===== config.mk =====
export PLATFORM = sky130hd
export DESIGN_NAME = pipe_sel_reg
export DESIGN_NICKNAME = d
export VERILOG_FILES = /design/src/rtl/pipe_sel_reg.sv
export SDC_FILE = /design/constraint.sdc
export NUM_CORES = 1
export LEC_CHECK = 0
export ABC_AREA = 1
export BUFFER_PORTS_ARGS = -buffer_cell sky130_fd_sc_hd__buf_2
export CORE_AREA = 2 2 39 41
export CTS_BUF_LIST = sky130_fd_sc_hd__clkbuf_16
export DETAILED_ROUTE_END_ITERATION = 6
export DIE_AREA = 0 0 41 43
export GPL_TIMING_DRIVEN = 0
export PLACE_DENSITY_LB_ADDON = 0.08
export SLEW_MARGIN = 20
export SYNTH_ARGS = -nofsm -noshare
export SYNTH_HDL_FRONTEND = slang
export SYNTH_SLANG_ARGS = --single-unit

===== constraint.sdc =====
create_clock -name clk -period 2.05 [get_ports clk]
set_clock_uncertainty 0.15 [all_clocks]
set_input_delay 0.1025 -clock clk [delete_from_list [all_inputs] [get_ports clk]]
set_output_delay 0.1025 -clock clk [all_outputs]
set_load 0.01 [all_outputs]

===== src/rtl/pipe_sel_reg.sv =====
// pipe_sel_reg: registered N-way word selector with valid/ready handshake.
// Captures in_data[sel*WIDTH +: WIDTH] on each input transfer and presents it
// one cycle later on out_data. Out-of-range selects capture zero and raise
// sel_err alongside that word. A synchronous flush empties the stage.
// Optional feature macro: PIPE_SEL_SKID_EN adds a one-entry skid buffer and
// turns in_ready into a registered signal.
module pipe_sel_reg #(
    parameter int WIDTH  = 6,
    parameter int NUM_IN = 2,
    parameter int SEL_W  = 1
) (
    input  logic                    clk,
    input  logic                    rst,
    input  logic [NUM_IN*WIDTH-1:0] in_data,
    input  logic [SEL_W-1:0]        sel,
    input  logic                    in_valid,
    output logic                    in_ready,
    input  logic                    flush,
    output logic [WIDTH-1:0]        out_data,
    output logic                    out_valid,
    input  logic                    out_ready,
    output logic                    sel_err
);

    typedef enum logic [1:0] {
        ST_EMPTY = 2'd0,
        ST_FULL  = 2'd1,
        ST_SKID  = 2'd2
    } state_t;

    // Returns {err, word}: err set and word zero when idx names no input.
    function automatic logic [WIDTH:0] pick_word(
        input logic [NUM_IN*WIDTH-1:0] data,
        input logic [SEL_W-1:0]        idx
    );
        logic [WIDTH:0] res;
        res = {1'b1, {WIDTH{1'b0}}};
        for (int i = 0; i < NUM_IN; i++) begin
            if (int'(idx) == i) begin
                res = {1'b0, data[i*WIDTH +: WIDTH]};
            end
        end
        return res;
    endfunction

    state_t             state_r;
    state_t             state_s;
    logic [WIDTH-1:0]   out_data_r;
    logic [WIDTH-1:0]   out_data_s;
    logic               sel_err_r;
    logic               sel_err_s;
    logic               out_valid_r;
    logic               out_valid_s;
    logic [WIDTH:0]     cap_s;
    logic               in_fire_s;

`ifdef PIPE_SEL_SKID_EN
    logic [WIDTH-1:0]   skid_data_r;
    logic [WIDTH-1:0]   skid_data_s;
    logic               skid_err_r;
    logic               skid_err_s;
    logic               in_ready_r;
    logic               in_ready_s;

    // Ready comes from a register so upstream timing is isolated; a flush
    // cycle still refuses the offered word.
    assign in_ready = in_ready_r & ~flush;
`else
    // Without skid storage the stage can only accept when its single entry
    // is free or leaving this cycle.
    assign in_ready = (~out_valid_r | out_ready) & ~flush & rst;
`endif

    assign cap_s     = pick_word(in_data, sel);
    assign in_fire_s = in_valid & in_ready;

    assign out_data  = out_data_r;
    assign out_valid = out_valid_r;
    assign sel_err   = sel_err_r;

    // Next-state and next-datapath decode for the EMPTY/FULL(/SKID) control.
    always_comb begin
        state_s     = state_r;
        out_data_s  = out_data_r;
        sel_err_s   = sel_err_r;
`ifdef PIPE_SEL_SKID_EN
        skid_data_s = skid_data_r;
        skid_err_s  = skid_err_r;
`endif
        if (flush) begin
            state_s    = ST_EMPTY;
            out_data_s = {WIDTH{1'b0}};
            sel_err_s  = 1'b0;
`ifdef PIPE_SEL_SKID_EN
            skid_data_s = {WIDTH{1'b0}};
            skid_err_s  = 1'b0;
`endif
        end else begin
            case (state_r)
                ST_EMPTY: begin
                    if (in_fire_s) begin
                        state_s    = ST_FULL;
                        out_data_s = cap_s[WIDTH-1:0];
                        sel_err_s  = cap_s[WIDTH];
                    end else begin
                        state_s    = ST_EMPTY;
                    end
                end
                ST_FULL: begin
                    if (out_ready) begin
                        if (in_fire_s) begin
                            // Output leaves and the new word replaces it: no bubble.
                            state_s    = ST_FULL;
                            out_data_s = cap_s[WIDTH-1:0];
                            sel_err_s  = cap_s[WIDTH];
                        end else begin
                            state_s    = ST_EMPTY;
                        end
                    end else begin
`ifdef PIPE_SEL_SKID_EN
                        if (in_fire_s) begin
                            state_s     = ST_SKID;
                            skid_data_s = cap_s[WIDTH-1:0];
                            skid_err_s  = cap_s[WIDTH];
                        end else begin
                            state_s     = ST_FULL;
                        end
`else
                        state_s = ST_FULL;
`endif
                    end
                end
`ifdef PIPE_SEL_SKID_EN
                ST_SKID: begin
                    if (out_ready) begin
                        // Skid word is older than anything upstream; promote it.
                        state_s     = ST_FULL;
                        out_data_s  = skid_data_r;
                        sel_err_s   = skid_err_r;
                        skid_data_s = {WIDTH{1'b0}};
                        skid_err_s  = 1'b0;
                    end else begin
                        state_s     = ST_SKID;
                    end
                end
`endif
                default: begin
                    state_s    = ST_EMPTY;
                    out_data_s = {WIDTH{1'b0}};
                    sel_err_s  = 1'b0;
                end
            endcase
        end
        out_valid_s = (state_s != ST_EMPTY);
`ifdef PIPE_SEL_SKID_EN
        in_ready_s  = (state_s != ST_SKID);
`endif
    end

    // State and output registers; reset empties the stage immediately.
    always_ff @(posedge clk or negedge rst) begin
        if (!rst) begin
            state_r     <= ST_EMPTY;
            out_data_r  <= {WIDTH{1'b0}};
            sel_err_r   <= 1'b0;
            out_valid_r <= 1'b0;
        end else begin
            state_r     <= state_s;
            out_data_r  <= out_data_s;
            sel_err_r   <= sel_err_s;
            out_valid_r <= out_valid_s;
        end
    end

`ifdef PIPE_SEL_SKID_EN
    // Skid entry and registered ready; ready stays low until the first edge out of reset.
    always_ff @(posedge clk or negedge rst) begin
        if (!rst) begin
            skid_data_r <= {WIDTH{1'b0}};
            skid_err_r  <= 1'b0;
            in_ready_r  <= 1'b0;
        end else begin
            skid_data_r <= skid_data_s;
            skid_err_r  <= skid_err_s;
            in_ready_r  <= in_ready_s;
        end
    end
`endif

endmodule


* Yosys cells after proc, flatten, opt, wreduce, memory -nomap -nowiden
Cells that the tools add are included.
** Operators by class
- Magnitude comparators :: 0
- Shift-type cells :: 0
- $add $sub $neg :: 0
- Equal/unequal tests :: 2
- Reduce and logical (&&, ||, !) cells :: 2
- Bitwise operators :: 6
- Multipliers :: 0
- Div/mod/pow operators :: 0
- Muxes and demuxes :: 13
** Operator list (number)
- 6-bit 2-to-1 mux :: 4
- 6-bit case mux with 2 select lines :: 1
- 1-bit 2-to-1 mux :: 4
- 2-bit 2-to-1 mux :: 2
- 2-bit case mux with 2 select lines :: 1
- 1-bit AND :: 3
- 3-bit inequality test, second input constant :: 1
- 2-bit by 1-bit equality test with 1-bit output, second input constant :: 1
- 2-bit logical NOT :: 1
- 1-bit NOT :: 2
- 1-bit case mux with 2 select lines :: 1
- 2-bit nonzero test :: 1
- 1-bit OR :: 1
** Storage, ports and cells
- RAM bits :: 0
- Latch bits :: 0
- Memories :: 0
- Input bits :: 18
- Memory bits (read-only) :: 0
- Bits in registers :: 10

* Longest topological paths before layout
Gate-level depths: netlist of the first run.
- Word-level depth :: 10
- Depth in mapped cells :: 5
- Gate-level depth less buffers :: 5

* Worst setup path before layout of the first run
No wires, ideal clock.
- Kind :: register to register
- From :: reg out_valid_r, in the netlist out_valid
- To :: reg out_data_r[0], in the netlist out_data[0]
- Path slack :: 1005 ps
- Cell stages (with the launch flop) :: 6
- Clock period less this slack :: 1045 ps
- Library setup time :: 118 ps
- Arrival :: 778 ps
- Cells stage by stage :: dfrtp_1 -> inv_1 -> nor2_1 -> nor2_4 -> nand3_1 -> nand2_1
** On the way
- Word-level cells in the longest chain between the ends :: 9
** RTL lines
- start, declared :: RTL line 52 : logic out_valid_r;
- start signal, assigned :: RTL line 171 : out_valid_r <= out_valid_s;
- 1-bit NOT * :: RTL line 71 : assign in_ready = (~out_valid_r | out_ready) & ~flush & rst;
- 1-bit OR * :: RTL line 71
- 1-bit AND * (2 in a row) :: RTL line 71
- net in_ready :: RTL line 17 : output logic in_ready,
- 1-bit AND * :: RTL line 75 : assign in_fire_s = in_valid & in_ready;
- 6-bit 2-to-1 mux *
- 6-bit 2-to-1 mux
- 6-bit case mux with 2 select lines *
- 6-bit 2-to-1 mux *
- end signal, assigned :: RTL line 164 : out_data_r <= {WIDTH{1'b0}};
- end signal, assigned :: RTL line 169 : out_data_r <= out_data_s;
- end, declared :: RTL line 48 : logic [WIDTH-1:0] out_data_r;
The timed path passes the listed nets; every way through them passes the cells marked *. The select of a mux whose other input is x is not followed.
A chain may end at the register's enable or synchronous reset.

* Worst setup path in the final report of the first run
- From :: in flush
- To :: out in_ready
** On the way
- Word-level cells in the longest chain between the ends :: 3
** RTL lines
- start, declared :: RTL line 18 : input logic flush,
- 1-bit NOT :: RTL line 71
- 1-bit AND (2 in a row) :: RTL line 71
- end, declared :: RTL line 17
No other way between the ends.

==> out/qor.txt, run 1 <==
Status: complete, no violations
Mapped Cells: 57
Placer Congestion: 0.610
Initial antenna violation count: 0
1st-pass router iterations: 4
Clock Sinks: 7
I/O pin count: 27
Starting density of the core: 29.5%
Post-CTS sizing: 0
Routed Wire Length: 916 µm
Initial DRC Count: 8
Worst vdd ir: 0.313 mV
Hold Violations, Final: 0
LEAKAGE: 0.399 nW
Tmin final: 1.58 ns
Final worst slack: 0.468 ns
Residual DRC: 0
Netlist cell types: 14
MaxCap Viol Count: 0
Fmax: 632 MHz
CTS tree: yes
Routed Antenna Nets: 0
Row count: 14
Sequential share of the synthesized area: 42.9%
Worst setup SP type: primary input
Place WS: 0.977 ns
Final instance area: 652 µm²
Avg Inst Size Synth: 7.16 µm²
Routed vias/inst: 4.07
Root Buffer: clkbuf_16
Die W: 41 µm
H-tree depth reported by CTS: 1
Synth Warn #: 0
Hold Path Class: primary input to register
Area growth, synth to finish: 59.8%
Routed len/inst: 8.81 µm
CP endpoint kind: output pin
Vias in the first global route: 374
Global route total overflow: 0
Vias: 423
Largest net degree at the start of global routing: 11
Final #Nets: 107
PwrDens: 828 nW/µm²
Final Setup Violations: 0
Core Region: 1380 µm²
Post-DP Area: 553 µm²
Leading area contributor after synthesis: dfrtp_1
Synth top area share: 42.9%
Layout Utilization: 47.1%
#FFs+latches synth: 7
Largest cells by area after synthesis: dfrtp_1 43%, nand3_1 15%, nand2_1 12%
Reg clk slew, reported paths: 0.04 ns
Die footprint: 1760 µm²
Synth Net Count: 75
Setup TNS: 0 ns
Critical Path Fanout Max: 7
# diodes: 0
Num CTS Buffers: 3
Worst Setup Path Type: primary input to output pin
WP data arrival: 1.33 ns
Port bufs: 25
Period utilization: 77.2%
All-Layer GR Usage: 12.1%
Global-route wire length before repair: 1420 µm
Slew Viols, Final: 0
Die H: 43 µm
Synthesized area: 408 µm²
Fraction of layout cells with a size suffix above 1: 38.6%
RSZ-0062 raised after global routing: false
Hpwl dp: 744 µm
Worst Path Required: 1.80 ns
CTS Buffer Depth: 2
Clock latency on the worst-skew pair: 0.23 ns
## routing by layer
| metal | global-route usage (%) | share of wire (%) | vias to the layer above |
|---|---|---|---|
| met5 | 0 | 0 | - |
| met4 | 10.0 | 0 | 0 |
| met3 | 3.14 | 8.0 | 0 |
| met2 | 16.9 | 48 | 20 |
| met1 | 14.8 | 44 | 165 |
| li1 | - | - | 238 |
## synthesized netlist by cell type
master   number
a21oi_1       1
buf_2         1
buf_4         1
conb_1        1
dfrtp_1       7
inv_1         9
inv_2         1
nand2_1      13
nand2_2       1
nand3_1      12
nand3_2       1
nor2_1        2
nor2_4        1
o21ai_0       6
## worst max-delay path, stage by stage
cell and delay, ns:
dlygate4sd3_1 0.54, buf_2 0.14, inv_2 0.11, nand2_2 0.08, nor2_4 0.19, buf_2 0.16
## placed cells by master (no fill, tap or decap), drive strengths merged
master	count
inv	11
buf	27
nand3	13
nand2	14
dfrtp	7
conb	1
dlygate4sd3	2
clkbuf	3
a21oi	1
nor2	3
o21ai	6
## worst paths after layout
kind                                          from                      end  slack (ns)  cells after the start
max reg2reg                    out_valid$_DFF_PN0_  out_data[2]$_DFFE_PN0P_        1.00                      4
max in group asynchronous                      rst  out_data[5]$_DFFE_PN0P_        1.48                      2
min                                      out_ready      out_valid$_DFF_PN0_        0.03                      4
max                                          flush                 in_ready        0.47                      6
min in group asynchronous                      rst  out_data[2]$_DFFE_PN0P_        0.10                      2
min reg2reg                out_data[2]$_DFFE_PN0P_  out_data[2]$_DFFE_PN0P_        0.34                      2
## cell type report
class,count,area [µm²]
buffer,2,12.5
clock buffer,3,75.1
clock inverter,1,3.75
fill,150,732
inverter,10,37.5
multi-input combinational,38,183
sequential,7,175
tap,16,20.0
timing repair buffer,27,145
## power breakdown
part / total (W) / switching [W] / leakage, nW / internal (W)
clock: 0.000323 / 0.0000698 / 0.0423 / 0.000253
sequential: 0.000149 / 0.00000332 / 0.0953 / 0.000146
combinational: 0.0000674 / 0.0000361 / 0.261 / 0.0000313
total: 0.000540 / 0.000109 / 0.399 / 0.000430
## stage by stage
step           hold WS, ns  cells  total power, W
2_1_floorplan       -0.343     57        0.000182
3_3_place_gp        -0.190     98        0.000216
3_5_place_dp        -0.190     98        0.000216
4_1_cts             0.0323    104        0.000547
5_1_grt             0.0483    104        0.000566
6_report            0.0306    104        0.000540
## sequential cells by signal, summed over array words and instances (netlist names)
| register | flops |
|---|---|
| out_data | 6 |
| out_valid | 1 |
## repair_timing
action | CTS | global route
hold buffers | 2 | 0
hold endpoints to repair | 8 | 0
buffers inserted | 0 | 0
setup endpoints to repair | 0 | 0
## cells by family (layout without fill, tap and decap cells)
kind of cell	Yosys count	count (layout)	synth area share, %
AND/OR/NAND/NOR	30	30	35.3
buffers and inverters	12	43	12.3
AO/OA/AOI/OAI	7	7	8.59
flip-flops	7	7	42.9
other	1	1	0.919
(Power assumes the default switching activity.)
==> inputs of run 2 (changes only) <==
--- a/config.mk
+++ b/config.mk
@@ -5,12 +5,12 @@
 export SDC_FILE = /design/constraint.sdc
 export NUM_CORES = 1
 export LEC_CHECK = 0
-export ABC_AREA = 1
+export ABC_AREA = 0
 export BUFFER_PORTS_ARGS = -buffer_cell sky130_fd_sc_hd__buf_2
-export CORE_AREA = 2 2 39 41
+export CORE_MARGIN = 2
+export CORE_UTILIZATION = 35
 export CTS_BUF_LIST = sky130_fd_sc_hd__clkbuf_16
 export DETAILED_ROUTE_END_ITERATION = 6
-export DIE_AREA = 0 0 41 43
 export GPL_TIMING_DRIVEN = 0
 export PLACE_DENSITY_LB_ADDON = 0.08
 export SLEW_MARGIN = 20
==> constraint.sdc (replaced) <==
create_clock -name clk -period 1.5 [get_ports clk]
set_clock_uncertainty 0.15 [all_clocks]
set_input_delay 0.075 -clock clk [delete_from_list [all_inputs] [get_ports clk]]
set_output_delay 0.075 -clock clk [all_outputs]
set_load 0.01 [all_outputs]
==> run 2 against run 1 <==
Global-route usage rose by 1.4 points; wire length rose by 7.0%; final area rose by 6.7%; total power rose by 42%; synthesized area rose by 13%; critical path type is now register to output pin; critical endpoint unchanged; largest cell class unchanged; largest power group unchanged.
==> out/qor.txt, run 2 <==
Setup TNS: 0 ns
Core Region: 1270 µm²
Status: complete, no violations
Area growth, synth to finish: 51.5%
I/O pin count: 27
Global route total overflow: 0
Netlist cell types: 15
Initial DRC Count: 5
Mapped Cells: 38
EDFF count, synth: 0
Placer Congestion: 0.617
Die H: 40.2 µm
CTS Buffer Depth: 2
Most common cell in the synthesized netlist: dfrtp_1
Flop-to-flop setup slack: 0.25 ns
Sw power: 0.000161 W
Vias: 403
Global-route wire length before repair: 1350 µm
Die W: 40.2 µm
Reg2reg path depth: 4
CTS tree: yes
Synthesized area: 459 µm²
Post-DP Area: 593 µm²
Worst vdd ir: 0.553 mV
H-tree depth reported by CTS: 1
Synth cell count leaders: 7 x dfrtp_1, 6 x a311oi_2, 6 x a31oi_1, 6 x mux2i_1, 3 x buf_6
All-Layer GR Usage: 13.5%
Layout Utilization: 54.8%
Pint: 0.000607 W
Hold Violations, Final: 0
Worst setup SP type: register
Row count: 13
Fraction of layout cells with a size suffix above 1: 60.6%
Met3 Use GR: 3.33%
WP data arrival: 1.16 ns
Routed len/inst: 12.1 µm
Main synth FF type: dfrtp_1
Reg clk slew, reported paths: 0.04 ns
Routed Wire Length: 980 µm
Asr flop ratio synth: 100%
CP endpoint kind: output pin
Worst Path Required: 1.27 ns
Synth top area share: 38.1%
Num CTS Buffers: 3
RSZ-0062 raised after global routing: false
Routed vias/inst: 4.98
# diodes: 0
Leading area contributor after synthesis: dfrtp_1
LEAKAGE: 0.350 nW
Root Buffer: clkbuf_16
Residual DRC: 0
Synth Warn #: 0
Die footprint: 1620 µm²
Port bufs: 23
Worst Setup Path Type: register to output pin
Period utilization: 92.5%
Vias in the first global route: 325
Largest net degree at the start of global routing: 11
Final instance area: 696 µm²
PwrDens: 1100 nW/µm²
Tmin final: 1.39 ns
Fmax: 721 MHz
Largest cells by area after synthesis: dfrtp_1 38%, a311oi_2 20%, mux2i_1 13%
Synth Net Count: 56
Critical Path Fanout Max: 9
GRT met2 Usage: 17.7%
Initial antenna violation count: 0
Total power: 0.000768 W
Max reg flops: 6
Gr busiest metal: met2
Clock network fraction of design power: 57.9%
Clock latency on the worst-skew pair: 0.23 ns
Hpwl dp: 737 µm
Final Setup Violations: 0
1st-pass router iterations: 4
Commonest non-fill, non-tap cell in the layout: buf_2
Hold Path Class: primary input to register
MaxCap Viol Count: 0
Routed Antenna Nets: 0
Slew Viols, Final: 0
Final #Nets: 85
Sw frac: 21.0%
Hold path depth: 3
#FFs+latches synth: 7
Combinational fraction of design power: 15.6%
Met1 GRT Util: 17.7%
Most frequent cells in the layout: 24 x buf_2, 7 x dfrtp_1, 6 x mux2i_1, 6 x a31oi_1, 6 x a311oi_2
Clock Sinks: 7
Avg Inst Size Synth: 12.1 µm²
Sequential share of the synthesized area: 38.1%
Starting density of the core: 36.2%
Sequential fraction of design power: 26.5%
==> run 2: cell types whose count changed in the layout (fill, tap and decap cells not counted), moves of 2 or more <==
cell      change
o21ai_0       -6
inv_1         -9
nand2_1      -13
nor2_1        -2
nand3_1      -11
mux2i_1       +6
buf_6         +3
buf_2         -2
a311oi_2      +6
a31oi_1       +6
==> run 2: layout make-up <==
class / instances / area [µm²]
repair buffers: 25 / 135
clock buffers: 3 / 75.1
well taps: 15 / 18.8
clock inverters: 1 / 3.75
fillers: 128 / 573
flip-flops and latches: 7 / 175
plain buffers: 6 / 50.0
multi-input cells: 24 / 238
==> run 2: power by group through the flow <==
stage / clock, W / combinational [W] / sequential [W]
2_1_floorplan: 0 / 0.0000689 / 0.000210
3_3_place_gp: 0 / 0.000115 / 0.000206
3_5_place_dp: 0 / 0.000116 / 0.000206
4_1_cts: 0.000452 / 0.000120 / 0.000204
5_1_grt: 0.000463 / 0.000131 / 0.000205
6_report: 0.000445 / 0.000120 / 0.000204
==> run 2: worst paths after layout <==
kind	start	to
worst max-delay path	out_valid$_DFF_PN0_	in_ready
worst min-delay path	out_ready	out_valid$_DFF_PN0_
worst max register to register	out_valid$_DFF_PN0_	out_data[1]$_DFFE_PN0P_
worst min register to register	out_valid$_DFF_PN0_	out_valid$_DFF_PN0_
max in group asynchronous	rst	out_data[5]$_DFFE_PN0P_
min in group asynchronous	rst	out_valid$_DFF_PN0_
==> run 2: timing repair <==
| action | 4_1_cts | 5_1_grt |
|---|---|---|
| setup endpoints to repair | 1 | 1 |
| endpoints found under the hold margin | 14 | 0 |
| cloned | 0 | 0 |
| hold buffers | 2 | 0 |
| setup buffers | 0 | 0 |
| resized for setup | 1 | 1 |
==> run 2: stage by stage <==
step                      worst slack (ns)  hold WS (ns)  std cells
after global routing                0.0407        0.0731         81
after floorplan                     0.0998        -0.371         38
after detailed placement            0.0363        -0.223         76
after global placement              0.0504        -0.226         76
final                                0.112        0.0376         81
after CTS                           0.0601        0.0869         81
==> run 2: cell families (layout without fill, tap and decap cells) <==
family | Yosys count | in the layout | synth area share, %
AO/OA/AOI/OAI | 13 | 13 | 28.9
flip-flops | 7 | 7 | 38.1
buffers and inverters | 7 | 35 | 11.7
multiplexers | 6 | 6 | 13.1
AND/OR/NAND/NOR | 4 | 4 | 7.36
other | 1 | 1 | 0.817
==> run 2: worst max-delay path, cell delays in order (launching register included) <==
cell	delay, ns
dfrtp_1	0.40
nand2b_4	0.13
and2_4	0.15
buf_6	0.13
buf_2	0.13
==> run 2: per-layer routing <==
layer	vias to the layer above	wire [µm]
li1	199	-
met1	176	424
met2	26	468
met3	2	68
met4	0	19
met5	-	0
